[config.mk]
export PLATFORM = sky130hd
export DESIGN_NAME = cond_eval_unit
export DESIGN_NICKNAME = d
export VERILOG_FILES = /design/src/rtl/cond_eval_unit.sv
export SDC_FILE = /design/constraint.sdc
export NUM_CORES = 1
export LEC_CHECK = 0
export CAP_MARGIN = 10
export CORE_AREA = 2 2 53 67
export CTS_CLUSTER_DIAMETER = 150
export DETAILED_ROUTE_END_ITERATION = 10
export DIE_AREA = 0 0 55 69
export PLACE_DENSITY = 0.74
export SYNTH_ARGS = -nofsm -noshare
export SYNTH_HDL_FRONTEND = slang
export SYNTH_SLANG_ARGS = --single-unit
[constraint.sdc]
create_clock -name clk -period 3.5 [get_ports clk]
set_clock_uncertainty 0.2 [all_clocks]
set_input_delay 1.05 -clock clk [delete_from_list [all_inputs] [get_ports clk]]
set_output_delay 1.05 -clock clk [all_outputs]
set_load 0.005 [all_outputs]
[src/rtl/cond_eval_unit.sv]
// cond_eval_unit
//   Multi-lane ID-stage condition evaluator. Owns the architectural NZCV
//   status register and evaluates the 4-bit ARM condition field of up to
//   LANES instructions per cycle. Results are registered behind a
//   valid/ready handshake. The unit stalls on flag updates that are still
//   in flight in EXE.
//
//   Build option COND_FLAG_FWD_EN:
//     defined   - a flag write in the acceptance cycle is forwarded into the
//                 evaluation, so the write causes no stall.
//     undefined - acceptance waits for the flag write to land in sr_q.
//
// Parameters
//   LANES  instructions evaluated per cycle (1..4)
//   CNT_W  width of the skipped-instruction counter
//
// Ports
//   clk, rst              clock; synchronous active-high reset
//   in_valid/in_ready     upstream handshake (in_ready is independent of in_valid)
//   in_cond               lane i condition in bits [4i+3:4i]
//   in_lane_en            lane holds a real instruction
//   out_valid/out_ready   downstream handshake
//   out_pass              lane i executes (0 for disabled lanes)
//   flag_we/mask/wdata    EXE flag write, {N,Z,C,V} order
//   flag_pend             flag-setting instruction in EXE, result not ready
//   sr_q                  current {N,Z,C,V}
//   skip_cnt              saturating count of enabled lanes that failed
module cond_eval_unit #(
  parameter int LANES = 1,
  parameter int CNT_W = 16
) (
  input  logic               clk,
  input  logic               rst,
  input  logic               in_valid,
  output logic               in_ready,
  input  logic [4*LANES-1:0] in_cond,
  input  logic [LANES-1:0]   in_lane_en,
  output logic               out_valid,
  input  logic               out_ready,
  output logic [LANES-1:0]   out_pass,
  input  logic               flag_we,
  input  logic [3:0]         flag_mask,
  input  logic [3:0]         flag_wdata,
  input  logic               flag_pend,
  output logic [3:0]         sr_q,
  output logic [CNT_W-1:0]   skip_cnt
);

  typedef enum logic {EMPTY = 1'b0, FULL = 1'b1} state_t;

  state_t             state_q, state_d;
  logic               accept;
  logic               fwd_block;
  logic [3:0]         merged_flags;
  logic [3:0]         eval_flags;
  logic [LANES-1:0]   pass_d;
  logic [2:0]         fail_cnt;
  logic [CNT_W:0]     skip_sum;

  // Flags as they will look after this cycle's EXE write.
  assign merged_flags = (flag_mask & flag_wdata) | (~flag_mask & sr_q);

`ifdef COND_FLAG_FWD_EN
  assign eval_flags = flag_we ? merged_flags : sr_q;
  assign fwd_block  = 1'b0;
`else
  // Without forwarding, a bundle must not see stale flags: hold it off
  // until the write has landed in sr_q.
  assign eval_flags = sr_q;
  assign fwd_block  = flag_we;
`endif

  assign out_valid = (state_q == FULL);
  assign in_ready  = ~rst & (~out_valid | out_ready) & ~flag_pend & ~fwd_block;
  assign accept    = in_valid & in_ready;

  // f = {N,Z,C,V}
  function automatic logic cond_pass(input logic [3:0] cond, input logic [3:0] f);
    logic n, z, c, v;
    n = f[3];
    z = f[2];
    c = f[1];
    v = f[0];
    case (cond)
      4'b0000: cond_pass = z;
      4'b0001: cond_pass = ~z;
      4'b0010: cond_pass = c;
      4'b0011: cond_pass = ~c;
      4'b0100: cond_pass = n;
      4'b0101: cond_pass = ~n;
      4'b0110: cond_pass = v;
      4'b0111: cond_pass = ~v;
      4'b1000: cond_pass = c & ~z;
      4'b1001: cond_pass = ~c | z;
      4'b1010: cond_pass = (n == v);
      4'b1011: cond_pass = (n != v);
      4'b1100: cond_pass = ~z & (n == v);
      4'b1101: cond_pass = z | (n != v);
      4'b1110: cond_pass = 1'b1;
      default: cond_pass = 1'b0;
    endcase
  endfunction

  // NOTE: every signal written here gets a default before any conditional
  // logic, so no path leaves a value unassigned and no latch is inferred.
  always_comb begin
    pass_d   = '0;
    fail_cnt = '0;
    for (int i = 0; i < LANES; i++) begin
      pass_d[i] = in_lane_en[i] & cond_pass(in_cond[4*i +: 4], eval_flags);
      fail_cnt  = fail_cnt + {2'b00, (in_lane_en[i] & ~pass_d[i])};
    end
  end

  // One extra bit catches the carry so the counter can saturate instead of wrap.
  assign skip_sum = {1'b0, skip_cnt} + (CNT_W+1)'(fail_cnt);

  always_comb begin
    state_d = state_q;
    case (state_q)
      EMPTY: if (accept) state_d = FULL;
      FULL: begin
        if (accept)         state_d = FULL;
        else if (out_ready) state_d = EMPTY;
      end
      default: state_d = EMPTY;
    endcase
  end

  // NOTE: sequential state uses non-blocking assignments so every register
  // samples pre-edge values regardless of statement order.
  always_ff @(posedge clk) begin
    if (rst) state_q <= EMPTY;
    else     state_q <= state_d;
  end

  // NOTE: all architectural state, including the result register, is reset
  // so a reset mid-transfer leaves nothing of the old bundle behind.
  always_ff @(posedge clk) begin
    if (rst) begin
      out_pass <= '0;
      sr_q     <= '0;
      skip_cnt <= '0;
    end else begin
      if (accept) begin
        out_pass <= pass_d;
        skip_cnt <= skip_sum[CNT_W] ? {CNT_W{1'b1}} : skip_sum[CNT_W-1:0];
      end
      if (flag_we) sr_q <= merged_flags;
    end
  end

endmodule

Yosys cells after proc, flatten, opt, wreduce, memory -nomap -nowiden
Cells that the tools add are included.

Register bits after elaboration: 22. Input port bits: 19. Output and inout bits: 23. Logic and storage cells: 52.

Add/subtract/negate cells: 1. Equal/unequal tests: 16. Multiplexer cells: 6. Bitwise logic cells: 24. Reduce and logical (&&, ||, !) cells: 1.

Operator list (number): $eq 4x4->1 const B (7); $add 16x1->17 (1); $eq 4x3->1 const B (4); $mux 16 (1); $pmux 1 s15 (1); $not 1->1 (9); $and 1x1->1 (8); $and 4x4->4 (2); $eq 4x2->1 const B (2); $eq 4x1->1 const B (1); $logic_not 4->1 (1); $not 4->4 (1); $or 4x4->4 (1); $mux 1 (3); $or 1x1->1 (3); $pmux 1 s2 (1); $eq 1x1->1 (1); $ne 1x1->1 (1).

Depth between registers and ports, before layout
Depth after elaboration: 8. Mapped depth: 13. Depth with buffers taken out: 11.

Least setup slack after synthesis
Ideal clock, no wire load.

Path kind: in2reg. From: input in_cond[1]. To: register skip_cnt[14]. Setup time: 0.130 ns. Arrival time: 3.085 ns. Required time: 3.170 ns. Path slack: 0.085 ns. Stages on the path: 12. Buffers on the path: 1. Cells stage by stage: clkbuf_1 > nor2_1 > a311oi_1 > and4b_1 > a31oi_1 > nor2_1 > ha_1 > nor4b_4 > nand3_4 > nor4_2 > and4b_1 > nor3_2.

Word-level cells in the longest chain between the ends: 7. Elaborated cells on any way between the ends: 21. Classes of those cells: 1 x add/sub; 14 x eq/ne; 2 x mux; 3 x bitwise; 1 x reduce/logical.

RTL lines: from (decl) (RTL line 36) `input logic [4*LANES-1:0] in_cond,`; $eq 4x4->1 (tied with other cells) (RTL line 84) `case (cond)`; $pmux 1 s15 * (RTL line 84); $and 1x1->1 * (RTL line 110) `pass_d[i] = in_lane_en[i] & cond_pass(in_cond[4*i +: 4], eval_flags);`; $not 1->1 * (RTL line 111) `fail_cnt = fail_cnt + {2'b00, (in_lane_en[i] & ~pass_d[i])};`; $and 1x1->1 * (RTL line 111); $add 16x1->17 * (RTL line 116) `assign skip_sum = {1'b0, skip_cnt} + (CNT_W+1)'(fail_cnt);`; $mux 16 * (RTL line 147) `skip_cnt <= skip_sum[CNT_W] ? {CNT_W{1'b1}} : skip_sum[CNT_W-1:0];`; to (signal assigned) (RTL line 147); to (decl) (RTL line 46) `output logic [CNT_W-1:0] skip_cnt`.

Mark *: on every way between the ends. The rest lies on a longest branch, timed or not. A chain may end at the register's enable or synchronous reset.

Final worst setup path
From: input in_cond[1]. To: register skip_cnt[6].

Same word-level chain as after synthesis.

==> results.py <==
metrics = {
    "clock_tree": {
        "cts_tree": "built",
        "ctsHtreeMaxLevel": 1,
        "insertion_delay_ns": 0.26,
        "clk_pin_slew_ns": 0.07,
        "clk_path_buf_depth": 2,
        "cts-buffers-inserted": 3,
        "cts.sinks": 22,
        "cts_root_buffer": "clkbuf_8",
    },
    "power": {
        "ir_worst_vdd_mv": 0.2407,
        "intPower_mw": 0.3726,
        "power_mw": 0.4868,
        "switchingPower_mw": 0.1142,
        "power.leakage_nw": 0.7260,
        "seqPwrFrac_pct": 53.0,
        "pwr-share-comb_pct": 15.4,
        "powerDensity_nw_per_um2": 257.2,
        "switching_share_pct": 23.46,
        "clock_power_share_pct": 31.6,
    },
    "synthesis": {
        "synth.avg_cell_area_sq_um": 8.571,
        "synthArstFlopShare_pct": 0,
        "seq_area_frac_synth_pct": 34.96,
        "syn_area_sq_um": 1260,
        "syn-num-nets": 168,
        "synth-seq-cells": 22,
        "synth_flop_cell": "dfxtp_1",
        "yosysWarnings": 0,
        "synth_edf_count": 0,
        "synthDistinctLibCells": 46,
        "postSynthCellCount": 147,
    },
    "place": {
        "dp_slack_ns": -0.5241,
        "routabilityCongestion": 0.8387,
        "io_buffers": 41,
        "dp_hpwl_microns": 2535,
    },
    "layout": {
        "layout_commonest_cell": "clkdlybuf4s50_1",
        "fin_nets": 226,
        "regArea_sq_um": 440.4,
        "fillers": 290,
        "drive_gt1_share_pct": 19.70,
        "multi_input_area_sq_um": 805.8,
        "mostFrequentLayoutCells": "clkdlybuf4s50_1, dfxtp_1, buf_4",
        "post-route-util_pct": 59.80,
        "area_growth_pct": 50.25,
        "diodes": 0,
    },
    "worst_setup_path": {
        "crit_path_end_kind": "flip-flop",
        "crit_fanout": 6,
        "worst-setup-path-type": "primary input to flip-flop",
        "arrival_ns": 3.40,
        "start_kind": "primary input",
        "crit_required_ns": 3.49,
    },
    "die": {
        "die_h_microns": 69,
        "rows": 23,
        "dieWidth_microns": 55,
        "start_util_pct": 39.80,
        "coreArea_sq_um": 3166,
        "dieArea_sq_um": 3795,
        "design.portCount": 42,
    },
    "global_route": {
        "antenna_found_initial": 0,
        "grt_pass1_wl_microns": 5402,
        "grt_max_degree": 24,
        "first_global_vias": 1286,
        "groute.usage.overall_pct": 18.79,
        "grt_overflow": 0,
    },
    "timing": {
        "setup_violations": 0,
        "hold_viol_final": 0,
        "fin_setup_tns_ns": 0,
        "maxSlewHeadroom_pct": 68.84,
        "worst_pin_slew_ns": 0.4657,
        "drv_slew": 0,
        "max_freq_mhz": 293.1,
        "period_minus_slack_ns": 3.411,
        "setup_ws_ns": 0.08874,
        "post-route-period-util_pct": 97.46,
    },
    "detailed_routing": {
        "wirelength_microns": 3731,
        "vias_per_cell": 5.525,
        "drt-pass1-iter-count": 4,
        "vias": 1326,
        "postRouteAntennaNets": 0,
        "wl_per_cell_microns": 15.55,
        "drc": 0,
        "drtIter0Drc": 36,
    },
    "outcome": {
        "status": "finished clean",
    },
    "run": {
        "maxCapViolCount": 0,
    },
    "hold_path": {
        "hold_path_class": "flip-flop to flip-flop",
    },
}
-- stage by stage --
stage | instances | hold slack, ns | area, sq um
after CTS | 236 | 0.2851 | 1839
after detailed placement | 232 | 0.2684 | 1778
final | 240 | 0.2771 | 1893
after floorplan | 147 | 0.2631 | 1260
after global routing | 240 | 0.3354 | 1893
after global placement | 232 | 0.2569 | 1778
-- power groups by stage --
stage          logic, mW  registers (mW)  clock network, mW
2_1_floorplan     0.0289           0.263                  0
3_3_place_gp      0.0724           0.264                  0
3_5_place_dp      0.0743           0.264                  0
4_1_cts           0.0736           0.258              0.156
5_1_grt           0.0818           0.258              0.165
6_report          0.0750           0.258              0.154
-- critical path, stage by stage --
cell and delay (ns):
clkdlybuf4s15_1 0.24, nor2_1 0.08, a311oi_1 0.26, and4b_1 0.22
a31oi_1 0.05, nor2_1 0.17, ha_2 0.19, nor4b_4 0.26
nand3_4 0.14, nor3_4 0.33, buf_6 0.16, nand2_4 0.07
a21oi_1 0.16
-- what timing repair did --
item | in CTS | in global routing
hold buffers | 0 | 0
pin swaps | 4 | 7
endpoints found under the setup margin | 17 | 16
setup buffers | 0 | 4
gates resized for setup | 7 | 13
gates cloned | 1 | 0
-- synth_stat cells (2+ instances only) --
library cell | count | area [sq um]
dfxtp_1 | 22 | 440.4
a21oi_1 | 16 | 80.08
nand2_1 | 15 | 56.30
nand3_1 | 10 | 50.05
xor2_1 | 8 | 70.07
nor2_1 | 6 | 22.52
nor3_1 | 6 | 30.03
inv_1 | 4 | 15.01
a21oi_2 | 3 | 26.28
and3_1 | 3 | 18.77
clkbuf_1 | 3 | 11.26
nand2b_1 | 3 | 18.77
nand4_1 | 3 | 18.77
nor4_1 | 3 | 18.77
o21ai_0 | 3 | 15.01
xnor2_1 | 3 | 26.28
a31oi_1 | 2 | 12.51
and4b_1 | 2 | 20.02
buf_2 | 2 | 10.01
buf_6 | 2 | 22.52
ha_1 | 2 | 25.02
nor2b_1 | 2 | 12.51
-- kinds of logic (layout without fill, tap and decap cells) --
| family | Yosys count | in the layout | share of synthesized area (%) |
|---|---|---|---|
| flip-flops | 22 | 22 | 34.96 |
| XOR/XNOR | 11 | 11 | 7.647 |
| multiplexers | 1 | 1 | 0.7945 |
| AO/OA/AOI/OAI | 33 | 33 | 16.59 |
| adder cells (fa/ha/maj) | 2 | 2 | 1.986 |
| buffers and inverters | 11 | 66 | 4.667 |
| AND/OR/NAND/NOR | 67 | 68 | 33.37 |
-- metal layers --
layer | GRT usage [%] | routed length [microns] | vias up | share of wire (%)
li1 | - | - | 650 | -
met1 | 20.49 | 1434 | 631 | 38
met2 | 32.41 | 2034 | 39 | 55
met3 | 4.545 | 187 | 6 | 5.0
met4 | 8.401 | 74 | 0 | 2.0
met5 | 0 | 0 | - | 0
-- layout make-up --
class	instances	share of cell area, %
multi-input cells	115	42.56
repair buffers	59	28.75
flip-flops and latches	22	23.26
well taps	37	2.445
clock buffers	3	2.181
inverters	4	0.7931
-- worst paths after layout --
path	start	depth (start not counted)	slack, ns	endpoint
worst min-delay path	skip_cnt[15]	2	0.28	skip_cnt[15]
worst max register to register	flip-flop	12	0.62	skip_cnt[6]
worst min register to register	skip_cnt[15]	2	0.28	skip_cnt[15]
worst max-delay path	in_cond[1]	13	0.09	skip_cnt[6]
No activity file was read; power rests on OpenSTA's default activity.
